===== src/rtl/fft_core_param_if.sv =====
`default_nettype none
// ============================================================================
//  Module   : fft_core_param_if
//  Brief    : Sample-in / twiddle-ROM / bin-out bundle for fft_core_param.
//  Revision : 1.0  initial release
// ============================================================================
interface fft_core_param_if #(
    parameter int LOG2N = 3,
    parameter int DW    = 16,
    parameter int TW    = 16
);
    logic                    scale_en;
    logic                    in_valid;
    logic                    in_ready;
    logic signed [DW-1:0]    in_re;
    logic signed [DW-1:0]    in_im;
    logic [LOG2N-2:0]        tw_addr;
    logic signed [TW-1:0]    tw_cos;
    logic signed [TW-1:0]    tw_sin;
    logic                    out_valid;
    logic                    out_ready;
    logic signed [DW-1:0]    out_re;
    logic signed [DW-1:0]    out_im;
    logic [LOG2N-1:0]        out_index;
    logic                    out_last;
    logic                    busy;

    modport master (
        output scale_en, in_valid, in_re, in_im, tw_cos, tw_sin, out_ready,
        input  in_ready, tw_addr, out_valid, out_re, out_im, out_index, out_last, busy
    );

    modport slave (
        input  scale_en, in_valid, in_re, in_im, tw_cos, tw_sin, out_ready,
        output in_ready, tw_addr, out_valid, out_re, out_im, out_index, out_last, busy
    );
endinterface
`default_nettype wire


===== src/rtl/fft_core_param.sv =====
`default_nettype none
// ============================================================================
//  Module   : fft_core_param
//  Brief    : In-place radix-2 DIT FFT, one 4-cycle butterfly at a time.
//  Revision : 1.0  initial release
// ============================================================================
module fft_core_param #(
    parameter int LOG2N = 3,
    parameter int DW    = 16,
    parameter int TW    = 16
) (
    input  wire logic         clk,
    input  wire logic         rst,
    fft_core_param_if.slave   bus
);
    localparam int N  = 1 << LOG2N;
    localparam int BW = LOG2N - 1;
    localparam int SW = $clog2(LOG2N);
    localparam int PW = DW + TW + 1;

    localparam logic [LOG2N-1:0]      CNT_LAST   = '1;
    localparam logic [BW-1:0]         BF_LAST    = '1;
    localparam logic [SW-1:0]         LAST_STAGE = SW'(LOG2N - 1);
    localparam logic signed [PW-1:0]  RND    = $signed({{(PW-TW+1){1'b0}}, 1'b1, {(TW-2){1'b0}}});
    localparam logic signed [DW+1:0]  SAT_HI = $signed({3'b000, {(DW-1){1'b1}}});
    localparam logic signed [DW+1:0]  SAT_LO = $signed({3'b111, {(DW-1){1'b0}}});

    typedef enum logic [1:0] {
        IDLE   = 2'd0,
        LOAD   = 2'd1,
        CALC   = 2'd2,
        UNLOAD = 2'd3
    } state_t;

    state_t                 state;
    logic [LOG2N-1:0]       cnt;
    logic [BW-1:0]          bf;
    logic [SW-1:0]          stage;
    logic [1:0]             phase;
    logic                   scale;

    logic signed [DW-1:0]   mem_re [N];
    logic signed [DW-1:0]   mem_im [N];
    logic signed [DW-1:0]   a_re, a_im, b_re, b_im;
    logic signed [TW-1:0]   c_reg, s_reg;
    logic signed [DW+1:0]   t_re, t_im;

    logic [LOG2N-1:0]       bf_ext, half, jj, addr_a, addr_b;
    logic [BW-1:0]          tw_k;
    logic signed [PW-1:0]   bre_x, bim_x, cos_x, sin_x, prod_re, prod_im;
    logic signed [DW+1:0]   ax_re, ax_im;
    logic signed [DW-1:0]   new_a_re, new_a_im, new_b_re, new_b_im;
    logic                   hs_in, hs_out;
    logic                   unused_round;

    function automatic logic [LOG2N-1:0] bitrev(input logic [LOG2N-1:0] v);
        logic [LOG2N-1:0] r;
        for (int i = 0; i < LOG2N; i++) r[i] = v[LOG2N-1-i];
        return r;
    endfunction

    // Optional floor halving, then clamp into the DW-bit output range.
    function automatic logic signed [DW-1:0] scale_sat(input logic signed [DW+1:0] v, input logic sc);
        logic signed [DW+1:0] s;
        logic signed [DW-1:0] r;
        s = sc ? (v >>> 1) : v;
        if (s > SAT_HI)      r = SAT_HI[DW-1:0];
        else if (s < SAT_LO) r = SAT_LO[DW-1:0];
        else                 r = s[DW-1:0];
        return r;
    endfunction

    always_comb begin
        bf_ext = {1'b0, bf};
        half   = {{(LOG2N-1){1'b0}}, 1'b1} << stage;
        jj     = bf_ext & (half - 1'b1);
        addr_a = (((bf_ext >> stage) << stage) << 1) | jj;
        addr_b = addr_a | half;
        tw_k   = BW'(jj << (LAST_STAGE - stage));
    end

    // w = cos - j*sin, so t = B * w; products widened so nothing truncates before rounding.
    always_comb begin
        bre_x    = $signed({{(TW+1){b_re[DW-1]}}, b_re});
        bim_x    = $signed({{(TW+1){b_im[DW-1]}}, b_im});
        cos_x    = $signed({{(DW+1){c_reg[TW-1]}}, c_reg});
        sin_x    = $signed({{(DW+1){s_reg[TW-1]}}, s_reg});
        prod_re  = bre_x * cos_x + bim_x * sin_x + RND;
        prod_im  = bim_x * cos_x - bre_x * sin_x + RND;
        ax_re    = $signed({{2{a_re[DW-1]}}, a_re});
        ax_im    = $signed({{2{a_im[DW-1]}}, a_im});
        new_a_re = scale_sat(ax_re + t_re, scale);
        new_a_im = scale_sat(ax_im + t_im, scale);
        new_b_re = scale_sat(ax_re - t_re, scale);
        new_b_im = scale_sat(ax_im - t_im, scale);
        unused_round = ^{prod_re[TW-2:0], prod_im[TW-2:0]};
    end

    assign hs_in  = bus.in_valid & bus.in_ready;
    assign hs_out = bus.out_valid & bus.out_ready;

    always_ff @(posedge clk) begin
        if (rst) begin
            state         <= IDLE;
            cnt           <= '0;
            bf            <= '0;
            stage         <= '0;
            phase         <= '0;
            scale         <= 1'b1;
            bus.in_ready  <= 1'b1;
            bus.out_valid <= 1'b0;
            bus.busy      <= 1'b0;
        end else begin
            if (hs_in) begin
                mem_re[bitrev(cnt)] <= bus.in_re;
                mem_im[bitrev(cnt)] <= bus.in_im;
                cnt                 <= cnt + 1'b1;
            end
            case (state)
                IDLE: begin
                    if (hs_in) begin
                        scale    <= bus.scale_en;
                        bus.busy <= 1'b1;
                        state    <= LOAD;
                    end
                end
                LOAD: begin
                    if (hs_in && cnt == CNT_LAST) begin
                        bus.in_ready <= 1'b0;
                        state        <= CALC;
                    end
                end
                CALC: begin
                    phase <= phase + 1'b1;
                    case (phase)
                        2'd0: begin
                            a_re <= mem_re[addr_a];
                            a_im <= mem_im[addr_a];
                            b_re <= mem_re[addr_b];
                            b_im <= mem_im[addr_b];
                        end
                        2'd1: begin
                            c_reg <= bus.tw_cos;
                            s_reg <= bus.tw_sin;
                        end
                        2'd2: begin
                            t_re <= prod_re[PW-1:TW-1];
                            t_im <= prod_im[PW-1:TW-1];
                        end
                        default: begin
                            mem_re[addr_a] <= new_a_re;
                            mem_im[addr_a] <= new_a_im;
                            mem_re[addr_b] <= new_b_re;
                            mem_im[addr_b] <= new_b_im;
                            if (bf == BF_LAST) begin
                                bf <= '0;
                                if (stage == LAST_STAGE) begin
                                    stage         <= '0;
                                    bus.out_valid <= 1'b1;
                                    state         <= UNLOAD;
                                end else begin
                                    stage <= stage + 1'b1;
                                end
                            end else begin
                                bf <= bf + 1'b1;
                            end
                        end
                    endcase
                end
                default: begin
                    if (hs_out) begin
                        cnt <= cnt + 1'b1;
                        if (cnt == CNT_LAST) begin
                            bus.out_valid <= 1'b0;
                            bus.busy      <= 1'b0;
                            bus.in_ready  <= 1'b1;
                            state         <= IDLE;
                        end
                    end
                end
            endcase
        end
    end

    assign bus.tw_addr   = (state == CALC) ? tw_k : '0;
    assign bus.out_index = (state == UNLOAD) ? cnt : '0;
    assign bus.out_last  = bus.out_valid && (cnt == CNT_LAST);
    assign bus.out_re    = bus.out_valid ? mem_re[cnt] : '0;
    assign bus.out_im    = bus.out_valid ? mem_im[cnt] : '0;

endmodule
`default_nettype wire


===== src/flat_wrapper.sv =====
// flat-port wrapper written by rule: the top's interface ports become plain ports
module fft_core_param_flat 
#(
    parameter int LOG2N = 3,
    parameter int DW    = 16,
    parameter int TW    = 16
)
  (clk, rst, bus_scale_en, bus_in_valid, bus_in_re, bus_in_im, bus_tw_cos, bus_tw_sin, bus_out_ready, bus_in_ready, bus_tw_addr, bus_out_valid, bus_out_re, bus_out_im, bus_out_index, bus_out_last, bus_busy);
  fft_core_param_if #(.LOG2N(LOG2N), .DW(DW), .TW(TW)) bus_i ();
  input  wire logic clk;
  input  wire logic rst;
  input wire logic [$bits(bus_i.scale_en)-1:0] bus_scale_en;
  input wire logic [$bits(bus_i.in_valid)-1:0] bus_in_valid;
  input wire logic [$bits(bus_i.in_re)-1:0] bus_in_re;
  input wire logic [$bits(bus_i.in_im)-1:0] bus_in_im;
  input wire logic [$bits(bus_i.tw_cos)-1:0] bus_tw_cos;
  input wire logic [$bits(bus_i.tw_sin)-1:0] bus_tw_sin;
  input wire logic [$bits(bus_i.out_ready)-1:0] bus_out_ready;
  output wire logic [$bits(bus_i.in_ready)-1:0] bus_in_ready;
  output wire logic [$bits(bus_i.tw_addr)-1:0] bus_tw_addr;
  output wire logic [$bits(bus_i.out_valid)-1:0] bus_out_valid;
  output wire logic [$bits(bus_i.out_re)-1:0] bus_out_re;
  output wire logic [$bits(bus_i.out_im)-1:0] bus_out_im;
  output wire logic [$bits(bus_i.out_index)-1:0] bus_out_index;
  output wire logic [$bits(bus_i.out_last)-1:0] bus_out_last;
  output wire logic [$bits(bus_i.busy)-1:0] bus_busy;
  assign bus_i.scale_en = bus_scale_en;
  assign bus_i.in_valid = bus_in_valid;
  assign bus_i.in_re = bus_in_re;
  assign bus_i.in_im = bus_in_im;
  assign bus_i.tw_cos = bus_tw_cos;
  assign bus_i.tw_sin = bus_tw_sin;
  assign bus_i.out_ready = bus_out_ready;
  assign bus_in_ready = bus_i.in_ready;
  assign bus_tw_addr = bus_i.tw_addr;
  assign bus_out_valid = bus_i.out_valid;
  assign bus_out_re = bus_i.out_re;
  assign bus_out_im = bus_i.out_im;
  assign bus_out_index = bus_i.out_index;
  assign bus_out_last = bus_i.out_last;
  assign bus_busy = bus_i.busy;
  fft_core_param #(.LOG2N(LOG2N), .DW(DW), .TW(TW)) u_core (.clk(clk), .rst(rst), .bus(bus_i));
endmodule

===== config.mk =====
export PLATFORM = sky130hd
export DESIGN_NAME = fft_core_param_flat
export DESIGN_NICKNAME = d
export VERILOG_FILES = /design/src/rtl/fft_core_param_if.sv /design/src/rtl/fft_core_param.sv /design/src/flat_wrapper.sv
export SDC_FILE = /design/constraint.sdc
export NUM_CORES = 2
export LEC_CHECK = 0
export CAP_MARGIN = 20
export CELL_PAD_IN_SITES_DETAIL_PLACEMENT = 1
export CELL_PAD_IN_SITES_GLOBAL_PLACEMENT = 1
export CORE_AREA = 8 8 494 496
export DETAILED_ROUTE_END_ITERATION = 8
export DIE_AREA = 0 0 502 504
export GPL_ROUTABILITY_DRIVEN = 0
export PLACE_DENSITY_LB_ADDON = 0.1
export SETUP_SLACK_MARGIN = 0.05
export SLEW_MARGIN = 20
export SYNTH_ARGS = -nofsm -noshare
export SYNTH_HDL_FRONTEND = slang
export SYNTH_SLANG_ARGS = --single-unit

===== constraint.sdc =====
create_clock -name clk -period 8.84 [get_ports clk]
set_input_delay 0.884 -clock clk [delete_from_list [all_inputs] [get_ports clk]]
set_output_delay 0.884 -clock clk [all_outputs]
set_load 0.02 [all_outputs]

==> flow_summary.toml <==
[setup_path]
cp_max_fo = 21
required_ns = 9.28
cp_slowest_cell = "fa_1"
reg2reg_depth = 32
critPathArrivalTime_ns = 8.90
cp_common_cell = "fa_1"
critPathCaptureType = "register"
worst_setup_path_start_kind = "register"
critical-path-max-stage-delay_ns = 0.55
path_class = "reg2reg"

[placement]
io_buffers = 109
placed_cells = 10620
post-dp-hpwl_mm = 203
place_ws_ns = -0.147

[sta]
tightest_slew_ns = 1.15
fin_skew_ns = 0.0342
max_slew_margin_pct = 22.7
setup_viol = 0
rsz0062_at_grt = "true"
slew_violations = 0
period_share_pct = 95.7
layout_min_cycle_time_ns = 8.46
worst_slack_ns = 0.376
fmax_mhz = 118
hold_viol_final = 0

[layout]
num-nets-final = 9201
reg_top3 = "u_core.mem_im: 128 flops, u_core.mem_re: 128 flops"
syn_to_final_growth_pct = 13.4
instances_no_fill = 10761
fill_cells = 26835
drive_above_1_share_pct = 11.0

[global_route]
antenna_found_initial = 18
grt_max_degree = 60
first_global_vias = 61351
grt_overflow = 0
grt_pass1_wl_mm = 407
grt.total_usage_pct = 21.3

[die]
core_region_area_um2 = 236000
die_width_um = 502
start_util_pct = 29.9
die-area_um2 = 253000
die_h_um = 504
num_rows = 179
io_pins = 110

[clock_network]
h-tree-depth = 2
cts-root-buf = "clkbuf_16"
clk_latency_ns = 0.72
tritoncts = "yes"
ctsHoldBuffers = 0
cts_num_sinks = 403
path_clk_slew_ns = 0.07
cts-buffers-inserted = 57
cts_buffer_depth = 3

[logic_synthesis]
synth_cell_types = 104
postSynthCellCount = 7421
synth_warnings = 0
synth_top_area_share_pct = 29.8
synth_edf_count = 388
ys.flop_type = "edfxtp_1"
async_flop_share_pct = 0
syn_avg_cell_area_um2 = 9.51
synth.most_common_cell = "inv_1"
synthTopCellsByArea = "fa_1 (30%), edfxtp_1 (17%), ha_1 (9.5%)"
syn_nets = 9078
yosysTopAreaCell = "fa_1"
synth_area_um2 = 70600
ys_ff_latch = 403
ys_seq_area_share_pct = 16.9
synthTopCellsByCount = "inv_1 (1291), fa_1 (1052), nand2_1 (971), ha_1 (536), and2_1 (521)"

[worst_hold_path]
hold_path_depth = 2
min_path_type = "reg2reg"

[run_status]
status = "completed"

[route]
wirelength_mm = 270
avgRoutedWirePerCell_um = 25.1
drt_iter0_drc = 3194
drtPass1Iterations = 6
viasPerCell = 5.12
drcViolationCount = 0
vias = 55096
ant_nets = 0

[flow_run]
max-cap-violations = 0
-- stage by stage --
step | utilization (%) | TNS [ns] | area (µm²) | hold WS, ns
after floorplan | - | 0 | 70600 | 0.474
after global placement | 32.7 | -0.628 | 77300 | 0.492
after detailed placement | 32.7 | -0.640 | 77300 | 0.494
after CTS | 33.6 | 0 | 79300 | 0.509
after global routing | 33.9 | -0.0418 | 80000 | 0.552
final | 33.9 | 0 | 80000 | 0.509
-- area by class of cell --
class / instances / area, µm² / share of cell area [%]
Tap cell: 3167 / 3960 / 4.95
Inverter: 1293 / 4850 / 6.07
Multi-Input combinational cell: 5309 / 52800 / 66.0
Clock buffer: 64 / 1450 / 1.82
Clock inverter: 40 / 427 / 0.533
Antenna cell: 5 / 12.5 / 0.0156
Timing Repair Buffer: 480 / 4490 / 5.61
Sequential cell: 403 / 12000 / 15.0
-- repair_timing --
| action | 4_1_cts | 5_1_grt |
|---|---|---|
| setup endpoints to repair | 9 | 16 |
| gates resized for setup | 21 | 91 |
| setup buffers | 4 | 27 |
| endpoints found under the hold margin | 0 | 0 |
| gates cloned | 0 | 2 |
| pin swaps | 1 | 30 |
-- worst max-delay path: cells and delay by family (launching register included) --
kind | cells | cell delay, ns
buffers and inverters | 5 | 0.59
xor gates and xnor gates | 1 | 0.16
DFF | 1 | 0.47
and+or+nand+nor | 3 | 0.52
adders and majority gates | 9 | 3.87
AOI/OAI and AO/OA | 14 | 2.54
-- layer usage --
layer	global-route usage, %	share of wire, %	vias to the layer above
li1	-	-	24426
met1	28.3	44	29110
met2	36.8	49	1233
met3	2.32	4.2	321
met4	5.59	3.2	6
met5	0	0.015	-
-- cell usage in the layout (no fill, tap or decap), types with 19 or more instances in the layout --
| cell type | netlist | final |
|---|---|---|
| o221ai_1 | 33 | 32 |
| and2_1 | 521 | 517 |
| o22ai_1 | 45 | 44 |
| o21a_1 | 37 | 37 |
| clkdlybuf4s50_1 | 0 | 109 |
| a2bb2oi_1 | 20 | 19 |
| nand2_1 | 971 | 962 |
| buf_12 | 0 | 42 |
| nor2_1 | 301 | 296 |
| a22oi_1 | 68 | 68 |
| clkbuf_16 | 0 | 59 |
| a31oi_1 | 26 | 25 |
| edfxtp_1 | 388 | 388 |
| o21ai_0 | 244 | 234 |
| o21bai_1 | 25 | 25 |
| o21ai_1 | 27 | 30 |
| a21o_1 | 87 | 86 |
| nor2b_1 | 34 | 32 |
| buf_4 | 0 | 314 |
| a21boi_0 | 37 | 37 |
| a221oi_1 | 37 | 36 |
| a211oi_1 | 38 | 32 |
| nor3_1 | 58 | 49 |
| mux4_2 | 192 | 192 |
| nand3_1 | 58 | 51 |
| ha_1 | 536 | 526 |
| inv_1 | 1291 | 1289 |
| mux2i_1 | 36 | 36 |
| xor2_1 | 57 | 56 |
| a21oi_1 | 264 | 245 |
| nand2b_1 | 53 | 51 |
| xnor2_1 | 164 | 157 |
| fa_1 | 1052 | 1047 |
| or3_1 | 29 | 28 |
-- kinds of logic after synthesis --
group,Yosys count,synth area share (%)
adder cells (fa/ha/maj),1589,39.4
XOR/XNOR,222,2.77
AO/OA/AOI/OAI,1139,10.7
flip-flops,403,16.9
buffers and inverters,1709,9.13
multiplexers,238,6.80
AND/OR/NAND/NOR,2121,14.3
-- final timing paths --
check        slack [ns]               to       startpoint
max                0.38  u_core.t_re[17]  u_core.s_reg[4]
min                0.51  u_core.bus.busy  u_core.bus.busy
max reg2reg        0.38  u_core.t_re[17]  u_core.s_reg[4]
min reg2reg        0.51  u_core.bus.busy  u_core.bus.busy
Power is not shown: default switching activity piles up to over one toggle a cycle in this logic, so the estimate is an artifact.
